### src/rtl/mem_port_arbiter.sv
// Two-port (fetch / data) arbiter in front of a single-ported, wait-stated memory.
// Data port has priority, bounded by a starvation counter that eventually lets fetch in.
module mem_port_arbiter #(
  parameter int ADDR_W      = 16,
  parameter int DATA_W      = 16,
  parameter int STARVE_MAX  = 3,
  parameter int ACK_TIMEOUT = 255
) (
  input  logic              clk,
  input  logic              rst_n,
  input  logic              if_req,
  input  logic [ADDR_W-1:0] if_addr,
  output logic [DATA_W-1:0] if_rdata,
  output logic              if_valid,
  output logic              if_stall,
  input  logic              dm_req,
  input  logic              dm_we,
  input  logic [ADDR_W-1:0] dm_addr,
  input  logic [DATA_W-1:0] dm_wdata,
  output logic [DATA_W-1:0] dm_rdata,
  output logic              dm_valid,
  output logic              dm_stall,
  output logic              mem_req,
  output logic              mem_we,
  output logic [ADDR_W-1:0] mem_addr,
  output logic [DATA_W-1:0] mem_wdata,
  input  logic [DATA_W-1:0] mem_rdata,
  input  logic              mem_ack,
  output logic              bus_err
);

  typedef enum logic [1:0] {IDLE, BUSY_IF, BUSY_DM, RESP} state_t;

  typedef struct packed {
    logic              we;
    logic [ADDR_W-1:0] addr;
    logic [DATA_W-1:0] wdata;
  } acc_t;

  localparam logic [3:0] STARVE_LIM = 4'(STARVE_MAX);
  localparam logic [7:0] WAIT_LIM   = 8'(ACK_TIMEOUT - 1);

  state_t     state;
  logic [3:0] starve_cnt;
  logic [7:0] wait_cnt;
  logic       grant_dm;
  logic       grant_if;
  acc_t       win;

  assign if_stall = if_req & ~if_valid;
  assign dm_stall = dm_req & ~dm_valid;

  // Fetch only overtakes a pending data request once the streak limit is hit.
  always_comb begin
    grant_dm = dm_req & ~(if_req & (starve_cnt == STARVE_LIM));
    grant_if = if_req & ~grant_dm;
    if (grant_dm) win = '{we: dm_we, addr: dm_addr, wdata: dm_wdata};
    else          win = '{we: 1'b0, addr: if_addr, wdata: mem_wdata};
  end

  always_ff @(posedge clk or negedge rst_n) begin
    if (!rst_n) begin
      state      <= IDLE;
      mem_req    <= 1'b0;
      mem_we     <= 1'b0;
      mem_addr   <= '0;
      mem_wdata  <= '0;
      if_rdata   <= '0;
      dm_rdata   <= '0;
      if_valid   <= 1'b0;
      dm_valid   <= 1'b0;
      bus_err    <= 1'b0;
      starve_cnt <= '0;
      wait_cnt   <= '0;
    end else begin
      if_valid <= 1'b0;
      dm_valid <= 1'b0;
      bus_err  <= 1'b0;
      case (state)
        IDLE: begin
          if (grant_dm || grant_if) begin
            {mem_we, mem_addr, mem_wdata} <= win;
            mem_req  <= 1'b1;
            wait_cnt <= '0;
            state    <= grant_dm ? BUSY_DM : BUSY_IF;
          end
          if (grant_dm && if_req && starve_cnt != STARVE_LIM)
            starve_cnt <= starve_cnt + 4'd1;
          else if (grant_if)
            starve_cnt <= '0;
        end
        BUSY_IF, BUSY_DM: begin
          wait_cnt <= wait_cnt + 8'd1;
          // A late ack on the final wait cycle still completes normally.
          if (mem_ack) begin
            mem_req <= 1'b0;
            state   <= RESP;
            if (state == BUSY_IF) begin
              if_rdata <= mem_rdata;
              if_valid <= 1'b1;
            end else begin
              if (!mem_we) dm_rdata <= mem_rdata;
              dm_valid <= 1'b1;
            end
          end else if (wait_cnt == WAIT_LIM) begin
            mem_req <= 1'b0;
            state   <= RESP;
            bus_err <= 1'b1;
            if (state == BUSY_IF) begin
              if_rdata <= '0;
              if_valid <= 1'b1;
            end else begin
              if (!mem_we) dm_rdata <= '0;
              dm_valid <= 1'b1;
            end
          end
        end
        RESP:    state <= IDLE;
        default: state <= IDLE;
      endcase
    end
  end

endmodule

### config.mk
export PLATFORM = sky130hd
export DESIGN_NAME = mem_port_arbiter
export DESIGN_NICKNAME = d
export VERILOG_FILES = /design/src/rtl/mem_port_arbiter.sv
export SDC_FILE = /design/constraint.sdc
export NUM_CORES = 1
export LEC_CHECK = 0
export CORE_MARGIN = 2
export CORE_UTILIZATION = 25
export DETAILED_ROUTE_END_ITERATION = 12
export HOLD_SLACK_MARGIN = 0.1
export PLACE_DENSITY_LB_ADDON = 0.15
export SYNTH_ARGS = -nofsm -noshare
export SYNTH_HDL_FRONTEND = slang
export SYNTH_SLANG_ARGS = --single-unit
### constraint.sdc
create_clock -name clk -period 1.94 [get_ports clk]
set_clock_uncertainty 0.15 [all_clocks]
set_input_delay 0.388 -clock clk [delete_from_list [all_inputs] [get_ports clk]]
set_output_delay 0.388 -clock clk [all_outputs]
set_load 0.05 [all_outputs]
Word level (Yosys, flattened, before mapping)
Index checks and enable logic that the tools add are counted.

storage, ports and cells
  bits in registers = 83
  logic and storage cells = 85
  output and inout port bits = 71
  memory bits (read-only) = 0
  bits in writable memories = 0
  memories = 0
  bits of input ports = 70
  latch bits = 0

cells by class
  muxes and demuxes = 35
  reductions and logical operators = 16
  divide/modulo/power cells = 0
  bitwise operators = 10
  equal/unequal tests = 10
  $lt $le $gt $ge = 0
  $mul = 0
  $add $sub $neg = 2
  shift-type cells = 0

operators by type and width
  kind                                                   count
  two-way mux 16 bit                                     10
  two-way mux 33 bit                                     1
  case mux 8 bit (2 select lines)                        1
  two-way mux 1 bit                                      14
  AND reduction 3 bit                                    3
  adder 8 x 1 -> 8 bit, second input constant            1
  == test 8 bit, second input constant                   1
  two-way mux 2 bit                                      4
  two-way mux 4 bit                                      2
  two-way mux 8 bit                                      1
  AND reduction 2 bit                                    4
  inequality test 2 bit, second input constant           3
  case mux 2 bit (3 select lines)                        1
  nonzero test 2 bit                                     3
  AND 1 bit                                              5
  NOT 1 bit                                              5
  AND reduction 5 bit                                    1
  adder 4 x 1 -> 4 bit, second input constant            1
  == test 2 bit, second input constant                   2
  == test 4 x 2 -> 1 bit, second input constant          1
  inequality test 4 x 2 -> 1 bit, second input constant  1
  inequality test 3 bit, second input constant           1
  == test 2 x 1 -> 1 bit, second input constant          1
  logical AND 1 bit                                      2
  other kinds (4)                                        4

Longest topological paths before layout
  depth in word-level cells = 9
  gate-level depth with buffers = 8
  depth with buffers taken out = 5

Least setup slack after synthesis
Ideal clock, no wire load.

  kind = input to output
  from = input port dm_req
  to = output port dm_stall
  cell stages on the path = 3
  slack = -0.175 ns
  data required time = 1.402 ns
  path buffers = 2
  arrival time = 1.577 ns
  path through = buf_2 -> buf_1 -> nor2b_1

on the way
  word-level cells in the longest chain between the ends = 1

RTL lines
  item             line  RTL
  start, declared  16    input logic dm_req,
  AND 1 bit        51    assign dm_stall = dm_req & ~dm_valid;
  end, declared    22    output logic dm_stall,

No other way between the ends.

Worst setup path in the final report
  from = register state[0]
  to = register dm_rdata[1]

on the way
  word-level cells in the longest chain between the ends = 3
  elaborated cells on any way between the ends = 5
  those cells by class = eq/ne (2); bitwise (1); reduce/logical (2)

RTL lines
  item                                                            line         RTL
  start, declared                                                 43           state_t state;
  start signal, assigned                                          85           state <= grant_dm ? BUSY_DM : BUSY_IF;
  == test 2 x 1 -> 1 bit / == test 2 bit (equally long branches)  79, 98, 109
  OR reduction 2 bit / NOT 1 bit (equally long branches)          n/a
  AND reduction 5 bit (no source line) *                          n/a
  end signal, assigned                                            102          if (!mem_we) dm_rdata <= mem_rdata;
  end, declared                                                   20           output logic [DATA_W-1:0] dm_rdata,

Mark *: on every way between the ends. The rest lies on a longest branch, timed or not.
A chain may end at the register's enable or synchronous reset.

==> insert_results.sql <==
INSERT INTO impl_metrics (metric_group, metric, value, unit) VALUES
('setup_path', 'timing.critical_path.arrival', '2.00', 'ns'),
('setup_path', 'path_max_fanout', '8', ''),
('routing', 'avgRoutedWirePerCell', '16.7', 'µm'),
('pwr', 'p_int', '6720', 'µW'),
('final_layout', 'finalNetCount', '591', ''),
('setup_path', 'critical_path.top_delay_family', 'simple AND/OR/NAND/NOR gates', ''),
('setup_path', 'endpoint_kind', 'flop', ''),
('global_route', 'overflow', '0', ''),
('synthesis', 'synth.net_count', '430', ''),
('place', 'buffer_ports.inserted', '140', ''),
('place', 'gp_congestion', '0.789', ''),
('sta', 'report.final.setup_viol', '0', ''),
('synthesis', 'synth.lib_cells_used.distinct', '46', ''),
('clock_network', 'cts_max_path_buffers', '2', ''),
('setup_path', 'timing.critical_path.buf_inv', '2', ''),
('pwr', 'share_clk_of_total_power', '0.151', ''),
('synthesis', 'arithmetic_cell_share_of_the_synthesized_area_counting_full_adders_half_adders_and_majority_gates', '0.0158', ''),
('global_route', 'largest_net_degree_at_the_start_of_global_routing', '84', ''),
('synthesis', 'async_reset_ff_frac', '1.00', ''),
('pwr', 'switching_share', '0.453', ''),
('setup_path', 'sort_of_element_at_the_start_of_the_critical_path', 'flop', ''),
('setup_path', 'criticalPathCategory', 'flop to flop', ''),
('final_layout', 'final_util', '0.400', ''),
('sta', 'grt_setup_unrepaired', 'true', ''),
('clock_network', 'insertion_delay', '0.33', 'ns'),
('clock_network', 'tritoncts_num_sinks', '83', ''),
('sta', 'slew_headroom', '0.690', ''),
('run_status', 'status', 'complete, no violations', ''),
('synthesis', 'synth-seq-area-share', '0.526', ''),
('routing', 'drtAntennaViolNets', '0', ''),
('pwr', 'p_switching', '5570', 'µW'),
('sta', 'maxClockFrequency', '521', 'MHz'),
('routing', 'vias_per_cell', '4.87', ''),
('sta', 'timing.hold.ws', '0.347', 'ns'),
('synthesis', 'synth_top_family_by_area', 'compound AO/OA/AOI/OAI gates', ''),
('synthesis', 'mux_cell_area_share_after_synthesis', '0.0542', ''),
('clock_network', 'cts_tree', 'built', ''),
('synthesis', 'synth-main-ff-cell', 'sky130_fd_sc_hd__dfrtp_1', ''),
('setup_path', 'worstPathCellList', 'inv_2, ha_4, or3b_4, clkbuf_16, a22o_1, a21o_1', ''),
('synthesis', 'synth_edf_count', '0', ''),
('pwr', 'fraction_of_power_consumed_by_sequential_logic', '0.250', ''),
('min_path', 'hold_path_class', 'flop to flop', ''),
('synthesis', 'synth-xor-area-share', '0', ''),
('final_layout', 'antenna_cells', '0', ''),
('clock_network', 'clkTransAtPathRegs', '0.06', 'ns'),
('global_route', 'antenna_found_initial', '0', ''),
('floorplan', 'chipWidth', '130', 'µm'),
('sta', 'maxSlewViolCount', '0', ''),
('synthesis', 'synth_area_per_cell', '11.1', 'µm²'),
('synthesis', 'synth-compound-area-share', '0.220', ''),
('floorplan', 'starting_density_of_the_core', '0.258', ''),
('synthesis', 'netlist_instances', '355', ''),
('global_route', 'first_global_vias', '3663', ''),
('floorplan', 'floorplan.die_area', '0.0168', 'mm²'),
('sta', 'final_setup_tns', '0', 'ns'),
('routing', 'drt_iter0_markers', '235', ''),
('synthesis', 'synthesis.area', '0.00395', 'mm²'),
('sta', 'hold_violations', '0', ''),
('final_layout', 'synthToLayoutAreaGrowth', '55.1', '%'),
('setup_path', 'cp_slowest_cell', 'sky130_fd_sc_hd__or3b_4', ''),
('pwr', 'powerDensity', '2010', 'mW/mm²'),
('final_layout', 'fraction_of_layout_instances_using_a_drive_strength_above_1', '0.287', ''),
('synthesis', 'synth-seq-cells', '83', ''),
('pwr', 'comb_power_share', '0.599', ''),
('routing', 'routed-via-count', '3552', ''),
('final_layout', 'finalInstanceArea', '0.00613', 'mm²'),
('floorplan', 'floorplan_core_area', '0.0153', 'mm²'),
('routing', 'final_wl', '12200', 'µm'),
('floorplan', 'top_level_ports', '141', ''),
('global_route', 'global_route_usage_over_all_layers', '0.148', ''),
('global_route', 'wire_length_of_the_first_global_routing_pass', '19300', 'µm');
-- per-layer routing --
layer | wire, µm | up-vias | GRT usage
li1 | - | 1644 | -
met1 | 5160 | 1815 | 0.184
met2 | 6160 | 83 | 0.246
met3 | 712 | 10 | 0.0529
met4 | 150 | 0 | 0.0386
met5 | 0 | - | 0
-- power groups by stage --
stage	Clock [µW]	Sequential (µW)	Combinational, µW
2_1_floorplan	0	5280	2560
3_3_place_gp	0	3060	7140
3_5_place_dp	0	3070	7210
4_1_cts	1940	3070	7220
5_1_grt	2010	3180	7860
6_report	1860	3070	7370
-- cell usage in the layout, fill, tap and decap left out, types with 2 or more instances in the layout --
| cell type | n |
|---|---|
| sky130_fd_sc_hd__bufinv_16 | 2 |
| sky130_fd_sc_hd__mux2_2 | 7 |
| sky130_fd_sc_hd__or3_1 | 2 |
| sky130_fd_sc_hd__inv_1 | 4 |
| sky130_fd_sc_hd__a21oi_1 | 2 |
| sky130_fd_sc_hd__clkbuf_8 | 2 |
| sky130_fd_sc_hd__nand4_1 | 19 |
| sky130_fd_sc_hd__o21ai_1 | 2 |
| sky130_fd_sc_hd__clkdlybuf4s50_1 | 66 |
| sky130_fd_sc_hd__ha_1 | 4 |
| sky130_fd_sc_hd__o211ai_1 | 18 |
| sky130_fd_sc_hd__a21o_1 | 34 |
| sky130_fd_sc_hd__and3_1 | 4 |
| sky130_fd_sc_hd__a22o_1 | 33 |
| sky130_fd_sc_hd__nand2_1 | 42 |
| sky130_fd_sc_hd__nand2b_1 | 4 |
| sky130_fd_sc_hd__nor3b_1 | 2 |
| sky130_fd_sc_hd__a211o_1 | 3 |
| sky130_fd_sc_hd__nor2_1 | 4 |
| sky130_fd_sc_hd__buf_12 | 14 |
| sky130_fd_sc_hd__o21ai_0 | 11 |
| sky130_fd_sc_hd__a211oi_1 | 4 |
| sky130_fd_sc_hd__nor2b_1 | 2 |
| sky130_fd_sc_hd__dfrtp_1 | 83 |
| sky130_fd_sc_hd__buf_4 | 94 |
| sky130_fd_sc_hd__nand3_1 | 7 |
| sky130_fd_sc_hd__nor4_1 | 3 |
| sky130_fd_sc_hd__mux2_4 | 9 |
| sky130_fd_sc_hd__and4_1 | 2 |
| sky130_fd_sc_hd__clkbuf_16 | 10 |
-- metrics by stage --
| step | power (µW) | std cells | worst slack, ns |
|---|---|---|---|
| final | 12300 | 730 | 0.0193 |
| after global routing | 13000 | 730 | -0.0369 |
| after CTS | 12200 | 725 | 0.00101 |
| after detailed placement | 10300 | 709 | -0.175 |
| after global placement | 10200 | 709 | -0.172 |
| after floorplan | 7840 | 355 | -0.0759 |
-- Yosys cell counts (all sizes together) (4+ instances only) --
cell type | instances | share of area
inv | 5 | 0.0048
mux2 | 16 | 0.054
nand4 | 19 | 0.030
nand2 | 42 | 0.040
a211oi | 4 | 0.0076
o21ai | 13 | 0.016
o211ai | 18 | 0.034
ha | 5 | 0.016
nor2b | 4 | 0.0063
nand3 | 7 | 0.0089
nor2 | 4 | 0.0038
a22o | 33 | 0.073
and3 | 5 | 0.0092
clkbuf | 12 | 0.012
a21o | 34 | 0.065
buf | 17 | 0.028
dfrtp | 83 | 0.53
nand2b | 4 | 0.0063
-- flip-flops by register name, summed over array words and instances (netlist names) --
signal,cells
wait_cnt,8
bus_err,1
starve_cnt,4
if_rdata,16
if_valid,1
dm_rdata,16
state,2
mem_wdata,16
dm_valid,1
mem_req,1
mem_we,1
mem_addr,16
-- worst register-to-register path: stages (launching register included) --
cell	delay (ns)
sky130_fd_sc_hd__dfrtp_1	0.39
sky130_fd_sc_hd__inv_2	0.07
sky130_fd_sc_hd__ha_4	0.26
sky130_fd_sc_hd__or3b_4	0.41
sky130_fd_sc_hd__clkbuf_16	0.18
sky130_fd_sc_hd__a22o_1	0.21
sky130_fd_sc_hd__a21o_1	0.15
-- worst paths after layout --
path / start / endpoint / slack [ns] / cells after the start
worst max-delay path: state[0] / dm_rdata[1] / 0.02 / 6
worst min-delay path: mem_addr[3] / mem_addr[3] / 0.35 / 2
worst max register to register: state[0] / dm_rdata[1] / 0.02 / 6
worst min register to register: mem_addr[3] / mem_addr[3] / 0.35 / 2
max in group asynchronous: rst_n / mem_wdata[8] / 0.80 / 3
min in group asynchronous: rst_n / mem_wdata[6] / 0.48 / 3
-- logic make-up (layout without fill, tap and decap cells) --
group | after synthesis | in the layout
DFF | 83 | 83
buffers and inverters | 34 | 198
muxes | 16 | 16
AOI/OAI and AO/OA | 114 | 114
and+or+nand+nor | 103 | 103
adders and majority gates | 5 | 5
-- final cells by class --
type	count	area [µm²]	area share
sequential	83	2080	0.339
multi-input combinational	238	1740	0.284
timing repair buffer	179	1710	0.280
tap	211	264	0.0431
clock buffer	12	256	0.0419
clock inverter	2	60.1	0.00980
inverter	5	18.8	0.00306
-- timing repair --
action	CTS	global route
setup endpoints to repair	2	41
hold buffers	1	0
setup buffers	1	4
pin swaps	0	14
resized for setup	4	6
endpoints found under the hold margin	83	0
cloned	0	1
(Power assumes the default switching activity.)
